File: src/rtl/apb_slave_regfile.sv
// APB completer with a bank of 32-bit registers; register 0 is a read-only ID.
// Optional wait states are enabled by defining APB_SLV_WAIT_EN (WAIT_CYCLES per ACCESS).
module apb_slave_regfile #(
    parameter int          SLV_INDEX   = 0,
    parameter int          NUM_REGS    = 16,
    parameter logic [31:0] ID_VALUE    = 32'hA2B0_0593,
    parameter int          WAIT_CYCLES = 2
) (
    input  logic        Hclk,
    input  logic        Hreset,
    input  logic [2:0]  Pselx,
    input  logic        Penable,
    input  logic        Pwrite,
    input  logic [31:0] Paddr,
    input  logic [31:0] Pwdata,
    output logic [31:0] Prdata,
    output logic        Pready,
    output logic        Pslverr,
    output logic        prot_err,
    output logic [15:0] xfer_count
);

    localparam int         IDX_W    = $clog2(NUM_REGS);
    localparam logic [2:0] SEL_MASK = 3'b001 << SLV_INDEX;

    typedef enum logic [1:0] {IDLE, SETUP, ACCESS} state_e;

    state_e      state_q, state_d;
    logic [31:0] addr_q, addr_d;
    logic [31:0] wdata_q, wdata_d;
    logic        write_q, write_d;
    logic [31:0] prdata_q, prdata_d;
    logic        prot_q, prot_d;
    logic [15:0] cnt_q, cnt_d;
    logic [31:0] regs_q [1:NUM_REGS-1];

    logic             sel;
    logic             capture;
    logic             dec_err;
    logic             done;
    logic             commit;
    logic             unstable;
    logic [9:0]       word_idx;
    logic [IDX_W-1:0] ridx;
    logic [31:0]      rd_val;

    assign sel      = |(Pselx & SEL_MASK);
    assign word_idx = addr_q[11:2];
    assign ridx     = addr_q[IDX_W+1:2];
    assign dec_err  = (addr_q[1:0] != 2'b00) || ({22'd0, word_idx} >= 32'(NUM_REGS));

`ifdef APB_SLV_WAIT_EN
    logic [3:0] wcnt_q, wcnt_d;

    assign Pready = (state_q == ACCESS) && (wcnt_q == 4'd0);
`else
    assign Pready = 1'b1;
`endif

    assign done     = (state_q == ACCESS) && Pready;
    assign commit   = done && write_q && !dec_err && (ridx != '0);
    assign Pslverr  = done && dec_err;
    // Any drift of the held request while the completer is stalling is a violation.
    assign unstable = !(sel && Penable) || (Paddr != addr_q) || (Pwrite != write_q)
                      || (write_q && (Pwdata != wdata_q));

    always_comb begin
        rd_val = '0;
        if (ridx == '0) begin
            rd_val = ID_VALUE;
        end else begin
            rd_val = regs_q[ridx];
        end
    end

    always_comb begin
        state_d  = state_q;
        prdata_d = prdata_q;
        prot_d   = prot_q;
        cnt_d    = cnt_q;
        capture  = 1'b0;
`ifdef APB_SLV_WAIT_EN
        wcnt_d   = wcnt_q;
`endif
        case (state_q)
            IDLE: begin
                if (sel && !Penable) begin
                    capture = 1'b1;
                    state_d = SETUP;
                end else if (sel && Penable) begin
                    prot_d = 1'b1;
                end
            end
            SETUP: begin
                if (!(sel && Penable) || (Paddr != addr_q) || (Pwrite != write_q)) begin
                    prot_d  = 1'b1;
                    state_d = IDLE;
                end else begin
                    state_d  = ACCESS;
                    prdata_d = (write_q || dec_err) ? 32'd0 : rd_val;
`ifdef APB_SLV_WAIT_EN
                    wcnt_d   = 4'(WAIT_CYCLES);
`endif
                end
            end
            ACCESS: begin
                if (Pready) begin
                    cnt_d    = cnt_q + 16'd1;
                    prdata_d = '0;
                    if (sel && !Penable) begin
                        capture = 1'b1;
                        state_d = SETUP;
                    end else begin
                        state_d = IDLE;
                    end
                end else begin
                    if (unstable) begin
                        prot_d = 1'b1;
                    end
`ifdef APB_SLV_WAIT_EN
                    wcnt_d = wcnt_q - 4'd1;
`endif
                end
            end
            default: state_d = IDLE;
        endcase
    end

    assign addr_d  = capture ? Paddr  : addr_q;
    assign write_d = capture ? Pwrite : write_q;
    assign wdata_d = capture ? Pwdata : wdata_q;

    always_ff @(posedge Hclk) begin
        if (Hreset) begin
            state_q  <= IDLE;
            addr_q   <= '0;
            write_q  <= 1'b0;
            wdata_q  <= '0;
            prdata_q <= '0;
            prot_q   <= 1'b0;
            cnt_q    <= '0;
`ifdef APB_SLV_WAIT_EN
            wcnt_q   <= '0;
`endif
        end else begin
            state_q  <= state_d;
            addr_q   <= addr_d;
            write_q  <= write_d;
            wdata_q  <= wdata_d;
            prdata_q <= prdata_d;
            prot_q   <= prot_d;
            cnt_q    <= cnt_d;
`ifdef APB_SLV_WAIT_EN
            wcnt_q   <= wcnt_d;
`endif
        end
    end

    always_ff @(posedge Hclk) begin
        if (Hreset) begin
            for (int i = 1; i < NUM_REGS; i++) begin
                regs_q[i] <= '0;
            end
        end else if (commit) begin
            regs_q[ridx] <= wdata_q;
        end
    end

    assign Prdata     = prdata_q;
    assign prot_err   = prot_q;
    assign xfer_count = cnt_q;

endmodule

File: config.mk
export PLATFORM = sky130hd
export DESIGN_NAME = apb_slave_regfile
export DESIGN_NICKNAME = d
export VERILOG_FILES = /design/src/rtl/apb_slave_regfile.sv
export SDC_FILE = /design/constraint.sdc
export NUM_CORES = 1
export LEC_CHECK = 0
export ABC_AREA = 1
export BUFFER_PORTS_ARGS = -buffer_cell sky130_fd_sc_hd__buf_2
export CORE_UTILIZATION = 40
export CTS_CLUSTER_DIAMETER = 150
export DETAILED_ROUTE_END_ITERATION = 10
export PLACE_DENSITY = 0.54
export SYNTH_ARGS = -nofsm -noshare
export SYNTH_HDL_FRONTEND = slang
export SYNTH_SLANG_ARGS = --single-unit
File: constraint.sdc
create_clock -name Hclk -period 4.77 [get_ports Hclk]
set_clock_uncertainty 0.2 [all_clocks]
set_input_delay 0.954 -clock Hclk [delete_from_list [all_inputs] [get_ports Hclk]]
set_output_delay 0.954 -clock Hclk [all_outputs]
set_load 0.01 [all_outputs]
# After elaboration in Yosys (flattened, before gate mapping)
# Memories as Yosys holds them, arrays and structs flattened. A register that Yosys moved wholly into a read port is not among the register bits.
# Index checks and enable logic that the tools add are counted.
# W data, S select, Z words.
[word_totals]
n_memories = 1
elab_cells = 66
in_bits = 71
output_inout_bits = 51
ram_bits = 480
latchBits = 0
rom_bits = 0
register_bits = 116
[classes]
bitwise_logic = 0
shift = 0
n_mul = 0
n_mux = 24
div = 0
add_sub_neg = 1
reduce_logical = 23
n_lt_le_gt_ge = 1
eq_ne = 9
[memory_table]
columns = ["name", "words", "width", "rd", "rd_clocked_by_memory_dff", "wr", "line", "source"]
rows = [
  ["regs_q", 15, 32, 1, 1, 15, "35", "logic [31:0] regs_q [1:NUM_REGS-1];"],
]
[op_table]
columns = ["cell", "count"]
rows = [
  ["$mux W32", 4],
  ["$pmux W32 S2", 1],
  ["$ne A32 B32 Y1", 1],
  ["$reduce_or A32 Y1", 1],
  ["$add A16 B1 Y16 const B", 1],
  ["$mux W1", 12],
  ["$mux W4", 3],
  ["$ge A10 B5 Y1 const B", 1],
  ["$ne A2 B2 Y1 const B", 5],
  ["$logic_and A1 B1 Y1", 6],
  ["$pmux W2 S3", 1],
  ["$reduce_bool A2 Y1", 3],
  ["$logic_not A4 Y1", 1],
  ["$logic_or A1 B1 Y1", 4],
  ["$mux W2", 2],
  ["$reduce_and A4 Y1", 1],
  ["$reduce_bool A4 Y1", 1],
  ["$logic_not A1 Y1", 3],
  ["$eq A2 B1 Y1 const B", 1],
  ["$eq A2 B2 Y1 const B", 1],
  ["$logic_not A2 Y1", 1],
  ["$pmux W1 S2", 1],
  ["$reduce_and A2 Y1", 1],
  ["$reduce_or A2 Y1", 1],
  ["$ne A1 B1 Y1", 1],
]

# Depth between registers and ports, before layout
# Gate-level depths: netlist (run 1).
[logic_depth]
ltp_word = 10
ltp_mapped = 13
depth_no_buf = 11

# Least setup slack after synthesis (run 1)
# Ideal clock, no wire load.
[synth_path]
kind = "input port to flip-flop"
from = "input Hreset"
to = "memory regs_q[10][0], enable pin"
stages = 6
required_time_ns = 4.181
path_buffers = 1
setup_slack_ns = 1.588
setup_ns = 0.389
arrival_time_ns = 2.593
path_cell_list = "nor4_2 nand2_1 nor3_2 nand2_1 clkbuf_1 nand2_1"
[synth_lines]
columns = ["item", "line", "source"]
rows = [
  ["start: declaration", "10", "input logic Hreset,"],
  ["end: declaration", "35", ""],
]

==> results.md, run 1 <==
* Status: completed
* Pin count of the biggest net entering global routing at 124
* Leakage at ~0.012 uW
* Clk sinks at 632
* Wire length on met1 at about 35000 um
* PostCTS Resize Cnt at 0
* Maxcap violations at 0
* Ys Warns at 0
* Die width at 264.6 um
* Top cells by area, synth: edfxtp_1 (56%), nor2_1 (11%), dfxtp_1 (8.7%), o21ai_0 (5.0%), nand2_1 (4.8%)
* Row cnt at 95
* H-tree depth reported by CTS at 3
* Seq cells post-synth at roughly 630
* Minimum clock period at about 3.5 ns
* Critical Path RT at a little under 5 ns
* CP startpoint kind: flip-flop
* Drt via density at 5.310
* Tcrit/Tclk final at about three quarters
* Top cell type's share of synthesized area at 55.76%
* Setup TNS at 0 ns
* GPL Wtd Cong at 0.8079
* DRC violations left at 0
* Bufs on Longest Clock Path at 3
* Die H at roughly 260 um
* Reg clk slew, reported paths at roughly 0.060 ns
* Iteration-0 DRC Markers at about 1800
* Final ANT Viol Nets at 0
* RSZ-0062 raised after global routing: no
* Setup violators final at 0
* Mean area per synthesized cell at ~9.5 um2
* Cell area after synthesis at ~28000 um2
* Filler cells at around 6400
* Most frequent cells in the layout: nor2_1 (830), edfxtp_1 (512), nand2_1 (341)
* Synth unique cells at 28
* Seq/Total Area, Yosys at about 64%
* Final worst setup slack at roughly 1.2 ns
* Critical Path AT at about 3.6 ns
* Worst-skew pair later-pin latency at 0.60 ns
* Die area at about 70000 um2
* Vias in the first global route at just over 20000
* Crit. End Element: flip-flop
* CP max FO at 33
* HPWL after DPL at around 46000 um
* Fin. Hold Viols at 0
* CTS tree: built
* Max frequency at about 280 MHz
* Hold_buf cts at 0
* Metal2 WL at between 30000 and 40000 um
* Antenna fix cells at 0
* Drt first pass iters at 5
* Nets at slightly above 3000
* Synth Instances at roughly 3000
* Async SR Flop Fraction at 0%
* Max-slew headroom at between 20% and 30%
* Clk root buf: clkbuf_16
* Tot GR Track Use at a little under a quarter
* Cell Count, Final, Fillers Out at approximately 4000
* Worst-margin pin slew at about 1.2 ns
* Initial antenna violation count at 0
* Post-Place Worst Slack at roughly 1.1 ns
* Vias at between 20000 and 25000
* Area of the core at about 68000 um2
* Number of port buffers at ~120
* Commonest non-fill, non-tap cell in the layout: nor2_1
* Worst Hold Class: reg2reg
* Number of synthesized flops with an enable pin at approximately 500
* Uppermost layer routed: met4
* Initial Util at about two fifths
* TritonCTS buffer count at 68
* Area Overhead vs Synth at 13.50%
* Ports at approximately 120
* Power Density at 403.3 nW/um2
* Pins Over Slew Limit at 0
* Placed cells at 3774
* Pwr Total at between 10000 and 15000 uW
* Met3 WL post-DR at roughly 4800 um
* Routed len/inst at between 20 and 25 um
* Gr ovfl total at 0
* Synth Flop Type: edfxtp_1
* Post-CTS setup buffers at 0
* First-pass GRT wire length at roughly 120000 um
* Crit Path Category: reg2reg
* Layout cell share with drive strength beyond 1 at between 10% and 20%
* VDD IR-drop max at around 0.26 mV
* WL final at approximately 81000 um
* Post-synthesis cell type with the largest combined area: edfxtp_1
[metal layers]
layer  vias up  global-route usage, %
met5         -                      0
met4         0                  7.825
met3       133                  3.279
met2       650                  38.61
met1     10080                  30.88
li1       9831                      -
[synth_stat cells, types with 2 or more instances]
cell      instances
inv_2             3
dfxtp_1         120
nand2_1         356
nand4_1           5
a21oi_1         122
buf_4             3
nor3_2            4
conb_1            2
clkbuf_1        136
nor3b_1           3
nor3_1            7
buf_2            65
buf_1            20
xnor2_1           8
nor2_1          831
inv_1           147
nand3_1         234
o21ai_0         273
o211ai_1         54
edfxtp_1        512
xor2_1            3
[where the power goes]
group	total [uW]	switching (uW)	internal (uW)
clock	5350	2170	3180
sequential	6210	73.0	6140
combinational	1060	802	261
total	12600	3050	9580
[state kept, by name (all words and copies together) (netlist names), named ones only]
name / count
Prdata: 32
addr_q: 32
prot_err: 1
regs_q: 512
state_q: 2
wdata_q: 32
write_q: 1
xfer_count: 16
[kinds of logic (layout without fill, tap and decap cells)]
| logic type | Yosys count | in the layout | synth area share, % |
|---|---|---|---|
| DFF | 632 | 632 | 64.47 |
| buffers and inverters | 374 | 452 | 5.427 |
| xor gates and xnor gates | 11 | 11 | 0.3494 |
| other | 2 | 33 | 0.02723 |
| and+or+nand+nor | 1444 | 1444 | 20.99 |
| adders and majority gates | 1 | 1 | 0.04537 |
| AOI/OAI and AO/OA | 451 | 451 | 8.698 |
[metrics by stage]
| stage | hold WS, ns | area [um2] | utilization [%] |
|---|---|---|---|
| global placement | 0.2100 | 29060 | 42.96 |
| floorplan | 0.2082 | 27690 | - |
| detailed placement | 0.2132 | 29060 | 42.96 |
| CTS | 0.2211 | 31300 | 46.28 |
| finish | 0.2233 | 31300 | 46.28 |
| global route | 0.2334 | 31300 | 46.28 |
[worst max-delay path, stage by stage (launching register included)]
cell and delay, ns:
dfxtp_1 0.47, nor2_1 0.15, nand2_2 0.38, inv_2 0.09
nor4_2 0.15, nand2_1 0.22, nor3_2 0.27, nand2_1 0.09
buf_4 0.30, nand2_2 0.44, buf_4 0.42
[cell type report]
type | instances | area (um2) | share of cell area (%)
multi-input cells | 1940 | 8492 | 27.13
clock inverters | 30 | 294.0 | 0.9394
flip-flops and latches | 632 | 17790 | 56.83
clock buffers | 93 | 1947 | 6.220
repair buffers | 179 | 1111 | 3.550
well taps | 873 | 1092 | 3.490
inverters | 150 | 576.8 | 1.843
[path summary, 6_finish.rpt]
kind	slack (ns)	depth (start not counted)	endpoint	from
max	1.22	10	regs_q[11][6]	addr_q[5]
min	0.22	0	regs_q[0][29]	wdata_q[29]
max reg2reg	1.22	10	regs_q[11][6]	addr_q[5]
min reg2reg	0.22	0	regs_q[0][29]	wdata_q[29]
Power figures use the tool's default switching activity.
==> run 2: changes to the inputs <==
- ABC_AREA: 1 -> 0
- PLACE_DENSITY: 0.54 -> 0.56
- clock period: 4.77 -> 2.9 ns (I/O delays scaled with it)
==> run 2 against run 1 <==
Net effect:
- maximum frequency increased by 28%
- sequential power increased by 66%
- setup slack got worse by 1.1 ns
- clock-buffer cell count increased by 12
- cell count decreased by 18%
- power increased by 61%
- routed wire length decreased by 6.8%
- via count decreased by 19%
- largest cell class unchanged
- highest routed layer unchanged
==> results.md, run 2 <==
* Max-slew headroom at 47.54% (was 21.30%)
* Power Internal at 15780 uW (was 9578 uW)
* DRC violations left at 0 (unchanged)
* Clock power frac at 43.1% (was 42.4%)
* Row cnt at 96 (was 95)
* Nets at 2317 (was 3043)
* CP startpoint kind: flip-flop (unchanged)
* Post-DP Area at 30310 um2 (was 29060 um2)
* VDD IR-drop max at 0.4341 mV (was 0.2607 mV)
* Net Sw Frac at 22.32% (was 24.13%)
* Status: completed (unchanged)
* Layout cell share with drive strength beyond 1 at 22.71% (was 10.45%)
* Critical Path RT at 3.00 ns (was 4.84 ns)
* Maxcap violations at 0 (unchanged)
* Critical Path AT at 2.87 ns (was 3.62 ns)
* Tot GR Track Use at 21.69% (was 23.13%)
* Metal2 WL at 36270 um (was 38480 um)
* Synth Flop Type: edfxtp_1 (unchanged)
* Die H at 264.9 um (was 264.6 um)
* Synth Instances at 2010 (was 2915)
* First-pass GRT wire length at 110900 um (was 122400 um)
* Pin count of the biggest net entering global routing at 66 (was 124)
* WL final at 75200 um (was 80730 um)
* Cell Count, Final, Fillers Out at 3182 (was 3897)
* Worst-skew pair later-pin latency at 0.63 ns (was 0.60 ns)
* Met3 WL post-DR at 4531 um (was 4768 um)
* Die width at 264.9 um (was 264.6 um)
* Commonest non-fill, non-tap cell in the layout: edfxtp_1 (was nor2_1)
* Tcrit/Tclk final at 95.33% (was 74.38%)
* Crit Path Category: reg2reg (unchanged)
* CTS tree: built (unchanged)
* GPL Wtd Cong at 0.7506 (was 0.8079)
* Bufs on Longest Clock Path at 3 (unchanged)
* Area Overhead vs Synth at 19.83% (was 13.50%)
* TritonCTS buffer count at 71 (was 68)
* Vias in the first global route at 17360 (was 20190)
* Initial antenna violation count at 1 (was 0)
* Max FFs per register at 512 (unchanged)
* CP max FO at 15 (was 33)
* Count leader, synth: edfxtp_1 (was nor2_1)
* Leakage at 0.01212 uW (was 0.01172 uW)
* Seq/Total Area, Yosys at 64.32% (was 64.47%)
* Ys Warns at 0 (unchanged)
* Iteration-0 DRC Markers at 1245 (was 1816)
* Post-synthesis cell type with the largest combined area: edfxtp_1 (unchanged)
* RSZ-0062 raised after global routing: no (unchanged)
* H-tree depth reported by CTS at 3 (unchanged)
* Number of port buffers at 118 (unchanged)
* Worst-margin pin slew at 0.7870 ns (was 1.178 ns)
* Ports at 122 (unchanged)
* Wire length on met1 at 32680 um (was 34810 um)
* Number of synthesized flops with an enable pin at 512 (unchanged)
* Top cell type's share of synthesized area at 55.63% (was 55.76%)
* Power Density at 613.6 nW/um2 (was 403.3 nW/um2)
* Clk sinks at 632 (unchanged)
* Minimum clock period at 2.765 ns (was 3.548 ns)
* Area of the core at 68470 um2 (was 67630 um2)
* Psw at 4536 uW (was 3046 uW)
* HPWL after DPL at 46060 um (was 45870 um)
* Fin. Hold Viols at 0 (unchanged)
* Setup violators final at 0 (unchanged)
* Uppermost layer routed: met4 (unchanged)
* Seq pwr share at 50.5% (was 49.2%)
* Final ANT Viol Nets at 0 (unchanged)
* Pins Over Slew Limit at 0 (unchanged)
* Synth unique cells at 47 (was 28)
* Crit. End Element: flip-flop (unchanged)
* Cell area after synthesis at 27640 um2 (was 27580 um2)
* Combinational power share at 6.4% (was 8.4%)
* Max frequency at 361.7 MHz (was 281.9 MHz)
* Reg clk slew, reported paths at 0.06 ns (about the same)
* Vias at 16810 (was 20690)
* Die area at 70150 um2 (was 69990 um2)
* Mean area per synthesized cell at 13.75 um2 (was 9.460 um2)
* Gr ovfl total at 0 (unchanged)
* Top cells by area, synth: edfxtp_1 (56%), and2_1 (11%), mux4_2 (9.0%), dfxtp_1 (8.7%), nand2_1 (2.9%) (was edfxtp_1 (56%), nor2_1 (11%), dfxtp_1 (8.7%), o21ai_0 (5.0%), nand2_1 (4.8%))
* Seq cells post-synth at 632 (unchanged)
* Top post-synthesis cells by count: edfxtp_1 (512), and2_1 (482), nand2_1 (214) (was nor2_1 (831), edfxtp_1 (512), nand2_1 (356))
* Drt first pass iters at 5 (unchanged)
* Routed len/inst at 23.63 um (was 20.72 um)
* Async SR Flop Fraction at 0% (unchanged)
* Placed cells at 3004 (was 3774)
* Initial Util at 40.37% (was 40.77%)
* Design area at 33120 um2 (was 31300 um2)
* Worst Hold Class: in2reg (was reg2reg)
* Drt via density at 5.283 (was 5.310)
* Largest Register: regs_q (unchanged)
* Flop2flop setup slack at 0.14 ns (was 1.22 ns)
* Most frequent cells in the layout: edfxtp_1 (512), and2_1 (481), nand2_1 (213) (was nor2_1 (830), edfxtp_1 (512), nand2_1 (341))
* Clk root buf: clkbuf_16 (unchanged)
[run 2: critical path: stages (launching register included)]
cell	delay [ns]
dfxtp_1	0.33
or4_4	0.58
nor4_4	0.32
buf_4	0.18
nor3b_2	0.22
and2b_1	0.20
or2_2	0.20
buf_12	0.19
[run 2: power groups by stage]
stage / Combinational [uW] / Sequential (uW) / Clock [uW]
after floorplan: 705 / 10400 / 0
after global placement: 1230 / 10400 / 0
after detailed placement: 1240 / 10500 / 0
after CTS: 1300 / 10300 / 8950
after global routing: 1380 / 10300 / 9270
final: 1290 / 10300 / 8760
[run 2: kinds of logic (layout without fill, tap and decap cells)]
family	Yosys count	in the layout	share of synthesized area, %
adder cells (fa/ha/maj)	1	1	0.04527
flip-flops	632	632	64.32
buffers and inverters	166	424	2.499
multiplexers	178	178	11.55
AO/OA/AOI/OAI	168	168	3.749
XOR/XNOR	42	42	1.331
AND/OR/NAND/NOR	821	821	16.47
other	2	34	0.02717
[run 2: final timing paths]
check / from / to / depth (start not counted)
max reg2reg: addr_q[9] / regs_q[5][16] / 7
min reg2reg: Prdata[16] / Prdata[16] / 2
max: addr_q[9] / regs_q[5][16] / 7
min: Pwdata[22] / wdata_q[22] / 3
[run 2: metal layers]
| metal | vias up | GRT usage [%] |
|---|---|---|
| met4 | 0 | 5.968 |
| li1 | 7660 | - |
| met2 | 521 | 35.99 |
| met1 | 8522 | 29.55 |
| met5 | - | 0 |
| met3 | 108 | 3.428 |
[run 2: per-stage QoR]
step | setup TNS (ns) | total power (uW) | setup WS, ns | utilization [%] | hold slack, ns
3_5_place_dp | -52.26 | 11700 | -0.1692 | 44.27 | 0.2455
2_1_floorplan | 0 | 11060 | 0.06440 | - | 0.2474
6_report | 0 | 20320 | 0.1354 | 48.37 | 0.02739
5_1_grt | 0 | 20960 | 0.002438 | 48.37 | 0.01471
3_3_place_gp | -48.54 | 11670 | -0.1777 | 44.27 | 0.2395
4_1_cts | 0 | 20520 | 0.02699 | 48.31 | 0.0002517
[run 2: final cells by class]
type | instances | area (um2)
timing repair buffer | 292 | 2566
clock buffer | 105 | 2026
tap | 882 | 1104
clock inverter | 22 | 241.5
sequential | 632 | 17790
antenna | 1 | 2.502
fill | 6008 | 35350
inverter | 5 | 18.77
multi-input combinational | 1243 | 9371
[run 2: repair_timing]
action,4_1_cts,5_1_grt
pin swaps,0,0
gates cloned,0,1
hold buffers,48,0
buffers inserted,1,0
hold endpoints to repair,48,0
resized for setup,2,4
setup endpoints to repair,189,498
